$ cat config.mk
export PLATFORM = sky130hd
export DESIGN_NAME = systolic_sched
export DESIGN_NICKNAME = d
export VERILOG_FILES = /design/src/rtl/systolic_sched.sv
export SDC_FILE = /design/constraint.sdc
export NUM_CORES = 1
export LEC_CHECK = 0
export BUFFER_PORTS_ARGS = -buffer_cell sky130_fd_sc_hd__clkbuf_2
export CAP_MARGIN = 20
export CORE_ASPECT_RATIO = 0.5
export CORE_MARGIN = 3
export CORE_UTILIZATION = 35
export DETAILED_ROUTE_END_ITERATION = 12
export PLACE_DENSITY = 0.73
export SLEW_MARGIN = 0
export SYNTH_ARGS = -nofsm -noshare
export SYNTH_HDL_FRONTEND = slang
export SYNTH_SLANG_ARGS = --single-unit
export TNS_END_PERCENT = 30
$ cat constraint.sdc
create_clock -name clk -period 5.03 [get_ports clk]
set_clock_uncertainty 0.1 [all_clocks]
set_input_delay 1.006 -clock clk [delete_from_list [all_inputs] [get_ports clk]]
set_output_delay 1.006 -clock clk [all_outputs]
set_load 0.02 [all_outputs]
$ cat src/rtl/systolic_sched.sv
// Sequencer for an N x N systolic PE array: clears the PEs, streams skewed A/B operands, snapshots C, drains results.
// Optional cycle counter output perf_cycles is built when SYSTOLIC_SCHED_PERF_EN is defined.
module systolic_sched #(
    parameter int N          = 2,
    parameter int REG_WIDTH  = 8,
    parameter int OUT_WIDTH  = REG_WIDTH * 2,
    localparam int ADDR_W    = (N > 2) ? $clog2(N) : 1
) (
    input  logic                         clk,
    input  logic                         reset,
    input  logic                         start,
    output logic                         busy,
    output logic                         done,
    output logic                         mem_rd_en,
    output logic [ADDR_W-1:0]            mem_addr,
    input  logic [N*REG_WIDTH-1:0]       a_mem_data,
    input  logic [N*REG_WIDTH-1:0]       b_mem_data,
    output logic                         pe_clear,
    output logic [N*REG_WIDTH-1:0]       a_edge,
    output logic [N*REG_WIDTH-1:0]       b_edge,
    input  logic [N*N*OUT_WIDTH-1:0]     c_flat,
    output logic [OUT_WIDTH-1:0]         res_data,
    output logic                         res_valid,
    input  logic                         res_ready,
    output logic                         res_last
`ifdef SYSTOLIC_SCHED_PERF_EN
    ,
    output logic [15:0]                  perf_cycles
`endif
);

    localparam int CNT_W = $clog2(N * N + 3 * N);
    localparam int IDX_W = $clog2(N * N);
    localparam logic [CNT_W-1:0] FEED_LAST = CNT_W'(3 * N - 3);
    localparam logic [CNT_W-1:0] OUT_LAST  = CNT_W'(N * N - 1);
    localparam logic [CNT_W-1:0] N_C       = CNT_W'(N);

    typedef enum logic [2:0] {IDLE, CLEAR, FEED, SNAP, OUT} state_t;

    state_t                         state_q, state_d;
    logic [CNT_W-1:0]               cnt_q, cnt_d;
    logic                           done_q, done_d;
    logic [N*N-1:0][OUT_WIDTH-1:0]  buf_q, buf_d;
    logic [CNT_W-1:0]               cnt_nxt;
    logic                           accept_start;
    logic                           feed_load;
    logic                           clear_st;

    // A start coinciding with the done pulse is dropped.
    assign accept_start = (state_q == IDLE) && start && !done_q;
    assign cnt_nxt      = cnt_q + CNT_W'(1);
    assign feed_load    = (state_q == FEED) && (cnt_q < N_C);
    assign clear_st     = (state_q == CLEAR);

    always_comb begin
        state_d = state_q;
        cnt_d   = cnt_q;
        done_d  = 1'b0;
        buf_d   = buf_q;
        unique case (state_q)
            IDLE:  if (accept_start) state_d = CLEAR;
            CLEAR: begin
                state_d = FEED;
                cnt_d   = '0;
            end
            FEED: begin
                if (cnt_q == FEED_LAST) begin
                    state_d = SNAP;
                    cnt_d   = '0;
                end else begin
                    cnt_d = cnt_nxt;
                end
            end
            SNAP: begin
                buf_d   = c_flat;
                state_d = OUT;
            end
            OUT: begin
                if (res_ready) begin
                    if (cnt_q == OUT_LAST) begin
                        state_d = IDLE;
                        done_d  = 1'b1;
                        cnt_d   = '0;
                    end else begin
                        cnt_d = cnt_nxt;
                    end
                end
            end
            default: state_d = IDLE;
        endcase
    end

    always_ff @(posedge clk) begin
        if (reset) begin
            state_q <= IDLE;
            cnt_q   <= '0;
            done_q  <= 1'b0;
            buf_q   <= '0;
        end else begin
            state_q <= state_d;
            cnt_q   <= cnt_d;
            done_q  <= done_d;
            buf_q   <= buf_d;
        end
    end

    always_comb begin
        mem_rd_en = 1'b0;
        mem_addr  = '0;
        if (clear_st) begin
            mem_rd_en = 1'b1;
        end else if ((state_q == FEED) && (cnt_nxt < N_C)) begin
            mem_rd_en = 1'b1;
            mem_addr  = cnt_nxt[ADDR_W-1:0];
        end
    end

    assign busy      = (state_q != IDLE);
    assign done      = done_q;
    assign pe_clear  = clear_st;
    assign res_valid = (state_q == OUT);
    assign res_last  = res_valid && (cnt_q == OUT_LAST);
    assign res_data  = res_valid ? buf_q[cnt_q[IDX_W-1:0]] : '0;

    // Lane i is skewed by i register stages; lane 0 has no skew and forwards
    // the operand buffer's registered read data straight to the edge.
    for (genvar i = 0; i < N; i++) begin : g_lane
        logic [REG_WIDTH-1:0] a_in, b_in;
        assign a_in = feed_load ? a_mem_data[i*REG_WIDTH +: REG_WIDTH] : '0;
        assign b_in = feed_load ? b_mem_data[i*REG_WIDTH +: REG_WIDTH] : '0;

        if (i == 0) begin : g_direct
            assign a_edge[REG_WIDTH-1:0] = a_in;
            assign b_edge[REG_WIDTH-1:0] = b_in;
        end else begin : g_dly
            logic [i-1:0][REG_WIDTH-1:0] a_sh_q, a_sh_d, b_sh_q, b_sh_d;

            always_comb begin
                a_sh_d = '0;
                b_sh_d = '0;
                if (!clear_st) begin
                    a_sh_d[0] = a_in;
                    b_sh_d[0] = b_in;
                    for (int s = 1; s < i; s++) begin
                        a_sh_d[s] = a_sh_q[s-1];
                        b_sh_d[s] = b_sh_q[s-1];
                    end
                end
            end

            always_ff @(posedge clk) begin
                if (reset) begin
                    a_sh_q <= '0;
                    b_sh_q <= '0;
                end else begin
                    a_sh_q <= a_sh_d;
                    b_sh_q <= b_sh_d;
                end
            end

            assign a_edge[i*REG_WIDTH +: REG_WIDTH] = a_sh_q[i-1];
            assign b_edge[i*REG_WIDTH +: REG_WIDTH] = b_sh_q[i-1];
        end
    end

`ifdef SYSTOLIC_SCHED_PERF_EN
    logic [15:0] perf_q, perf_d;

    always_comb begin
        perf_d = perf_q;
        if (accept_start)  perf_d = '0;
        else if (busy)     perf_d = perf_q + 16'd1;
    end

    always_ff @(posedge clk) begin
        if (reset) perf_q <= '0;
        else       perf_q <= perf_d;
    end

    assign perf_cycles = perf_q;
`endif

endmodule
==> run_results.csv <==
group,metric,value,unit
run_status,status,"finished clean",
logic_synthesis,synth_nets,530,
clocking,cts_tree,"yes",
sta,maxSlewViolCount,0,
sta,worst_pin_slew,1.015,ns
layout,ff_latch_area,1762,um^2
global_routing,grt_max_degree,65,
place,place.gp.congestion,0.8527,
logic_synthesis,synthFlopType,"dfxtp_1",
place,portBuffers,154,
clocking,post_cts_buffers,0,
logic_synthesis,ys_ff_latch,88,
layout,layout-drive-gt1-share,0.3520,
layout,multiInputGateArea,1828,um^2
power_and_ir_drop,power.leakage,2.041,nW
place,place_ws,1.765,ns
clocking,hold_buffers,0,
layout,nets,667,
clocking,cts_root_buf,"clkbuf_16",
sta,fin_tns_setup,0,ns
route,vias,3314,
route,drc,0,
hold_path,whs_path_depth,2,
sta,setup_slack,1.418,ns
die,num_rows,26,
die,pin_count,155,
clocking,post_cts_resized,0,
logic_synthesis,synth-edff-count,0,
critical_path,rr_endpoint,"state_q[2]$_SDFFE_PP0P_",
layout,final_area,4925,um^2
power_and_ir_drop,p_total,0.002014,W
sta,timing.final.crit_period,3.612,ns
critical_path,cp-start-kind,"register",
route,wl,9389,um
hold_path,worst_hold_startpoint,"buf_q[41]$_SDFFE_PP0N_",
critical_path,path_delay_family,"flip-flops",
global_routing,grt_usage,0.1512,
clocking,cts.sinks,88,
layout,n_antenna_cell,0,
logic_synthesis,ys_seq_area_frac,0.4678,
sta,fmax,276.9,MHz
die,core-area,10340,um^2
power_and_ir_drop,irDropWorstVdd,0.1622,mV
clocking,numCtsBuffers,9,
place,dp_hpwl,6495,um
route,drt_iter0_drc,192,
layout,syn_to_final_growth,30.76,%
global_routing,antenna_found_initial,0,
job,max_cap_viol_count,0,
critical_path,slowest_stage,"dfxtp_1",
layout,nFillCells,1016,
critical_path,critical_path_required,3.92,ns
global_routing,grt_pass1_wl,14990,um
power_and_ir_drop,p_per_area,408.9,nW/um^2
critical_path,r2r_slack,2.87,ns
critical_path,worstSetupPathType,"register to output pin",
logic_synthesis,synth_top_cells_by_area,"dfxtp_1 (47%), nand2_1 (13%), mux4_2 (9.6%), a21oi_1 (9.0%), and2_1 (8.0%)",
hold_path,worstHoldPathType,"register to register",
hold_path,hold-path-endpoint,"buf_q[41]$_SDFFE_PP0N_",
route,routed_via_density,4.661,
critical_path,crit_path_cell_trace,"ha_1 -> xnor2_1 -> nand4b_1 -> nor4_1 -> clkbuf_2",
die,die-area,12120,um^2
critical_path,timing.rr.start,"cnt_q[1]$_SDFFE_PP0P_",
route,post_drt_wl_per_cell,13.21,um
logic_synthesis,ys_types,40,
die,initial_core_util,0.3641,
logic_synthesis,syn-instance-count,429,
critical_path,worstPathArrival,2.51,ns
logic_synthesis,async_flop_share,0,
die,die_x,152.7,um
clocking,cts_htree_levels,3,
logic_synthesis,yosysTopAreaCell,"dfxtp_1",
logic_synthesis,synth_top_area_frac,0.4678,
critical_path,reg2regPathDepth,4,
global_routing,grt_pass1_vias,3162,
die,die_h,79.35,um
sta,rsz0062_at_grt,"no",
global_routing,grt_overflow_total,0,
logic_synthesis,ys.warnings.count,0,
critical_path,path_buf_inv,1,
clocking,insertion_delay,0.33,ns
logic_synthesis,avgSynthCellArea,8.779,um^2
route,dr.pass1.iters,4,
logic_synthesis,syn_area,3766,um^2
critical_path,crit_fanout,20,
route,antenna_left,0,
sta,setup_violations,0,
place,placedInstanceArea,4577,um^2
clocking,cts_buffer_depth,2,
sta,slew_headroom,0.3226,
sta,fin_crit_sh,0.7181,
sta,hold_viol,0,
clocking,path_clk_slew,0.07,ns
sta,whs,0.3542,ns
critical_path,cpPeakStageDelay,0.99,ns
critical_path,cp-end-kind,"output pin",
==> cells in the mapped netlist, drive strengths merged (2+ instances only) <==
cell type	n
clkbuf	10
a21oi	68
dfxtp	88
nand2	132
xnor2	4
mux4	16
nor3b	2
or3	2
nor4	2
and2	48
nor3	2
inv	5
nor2	5
nand3	4
buf	22
==> layer usage <==
metal | wire length [um] | GRT usage | vias to the layer above
met1 | 4151 | 0.1821 | 1523
li1 | - | - | 1699
met5 | 0 | 0 | -
met4 | 136 | 0.04444 | 0
met3 | 479 | 0.05117 | 15
met2 | 4621 | 0.2599 | 77
==> cells by family after synthesis <==
kind of cell,count (synthesis),share of synthesized area
AND/OR/NAND/NOR,205,0.2595
buffers and inverters,37,0.04850
multiplexers,16,0.09568
XOR/XNOR,4,0.009301
adder cells (fa/ha/maj),1,0.003322
AO/OA/AOI/OAI,78,0.1159
flip-flops,88,0.4678
==> cell type report <==
type                            instances  area share
Sequential cell                        88      0.3577
Timing Repair Buffer                  158      0.1667
Multi-Input combinational cell        304      0.3712
Inverter                                5    0.003811
Clock buffer                           10     0.04649
Clock inverter                          6     0.01855
Tap cell                              140     0.03557
==> worst max path at each step <==
stage	from	to	slack [ns]	cells after the start
detailed placement	cnt_q[1]$_SDFFE_PP0P_	mem_addr	1.77	5
global route	cnt_q[1]$_SDFFE_PP0P_	mem_addr	1.22	5
CTS	cnt_q[1]$_SDFFE_PP0P_	mem_addr	1.40	5
floorplan	cnt_q[0]$_SDFFE_PP0P_	mem_addr	2.48	4
global placement	cnt_q[1]$_SDFFE_PP0P_	mem_addr	1.90	5
finish	cnt_q[1]$_SDFFE_PP0P_	mem_addr	1.42	5
==> state kept, by name, indices dropped and copies added (netlist names) <==
name	flops
buf_q	64
cnt_q	4
done	1
g_lane.g_dly.a_sh_q	8
g_lane.g_dly.b_sh_q	8
state_q	3
==> stage by stage <==
stage / utilization / std cells
after floorplan: - / 429
after CTS: 0.4734 / 710
after global placement: 0.4424 / 694
final: 0.4761 / 711
after detailed placement: 0.4424 / 694
after global routing: 0.4761 / 711
==> cell usage in the layout (no fill, tap or decap), drive strengths merged, types with 2 or more instances in the layout <==
cell type	instances
a21oi	68
and2	48
buf	4
bufinv	2
clkbuf	164
clkinv	2
dfxtp	88
inv	7
mux4	16
nand2	132
nand3	4
nor2	5
nor3	2
nor3b	2
nor4	2
or3	2
xnor2	4
==> where the power goes <==
part	internal (W)	switching, W
logic	0.000206	0.000296
clock network	0.000439	0.000276
registers	0.000744	0.0000521
total	0.00139	0.000625
==> worst reg2reg max path: cells and delay by family (launching register included) <==
kind	cells	cell delay, ns
DFF	1	0.99
adders and majority gates	1	0.42
and+or+nand+nor	1	0.14
AOI/OAI and AO/OA	2	0.41
No activity file was read; power rests on OpenSTA's default activity.
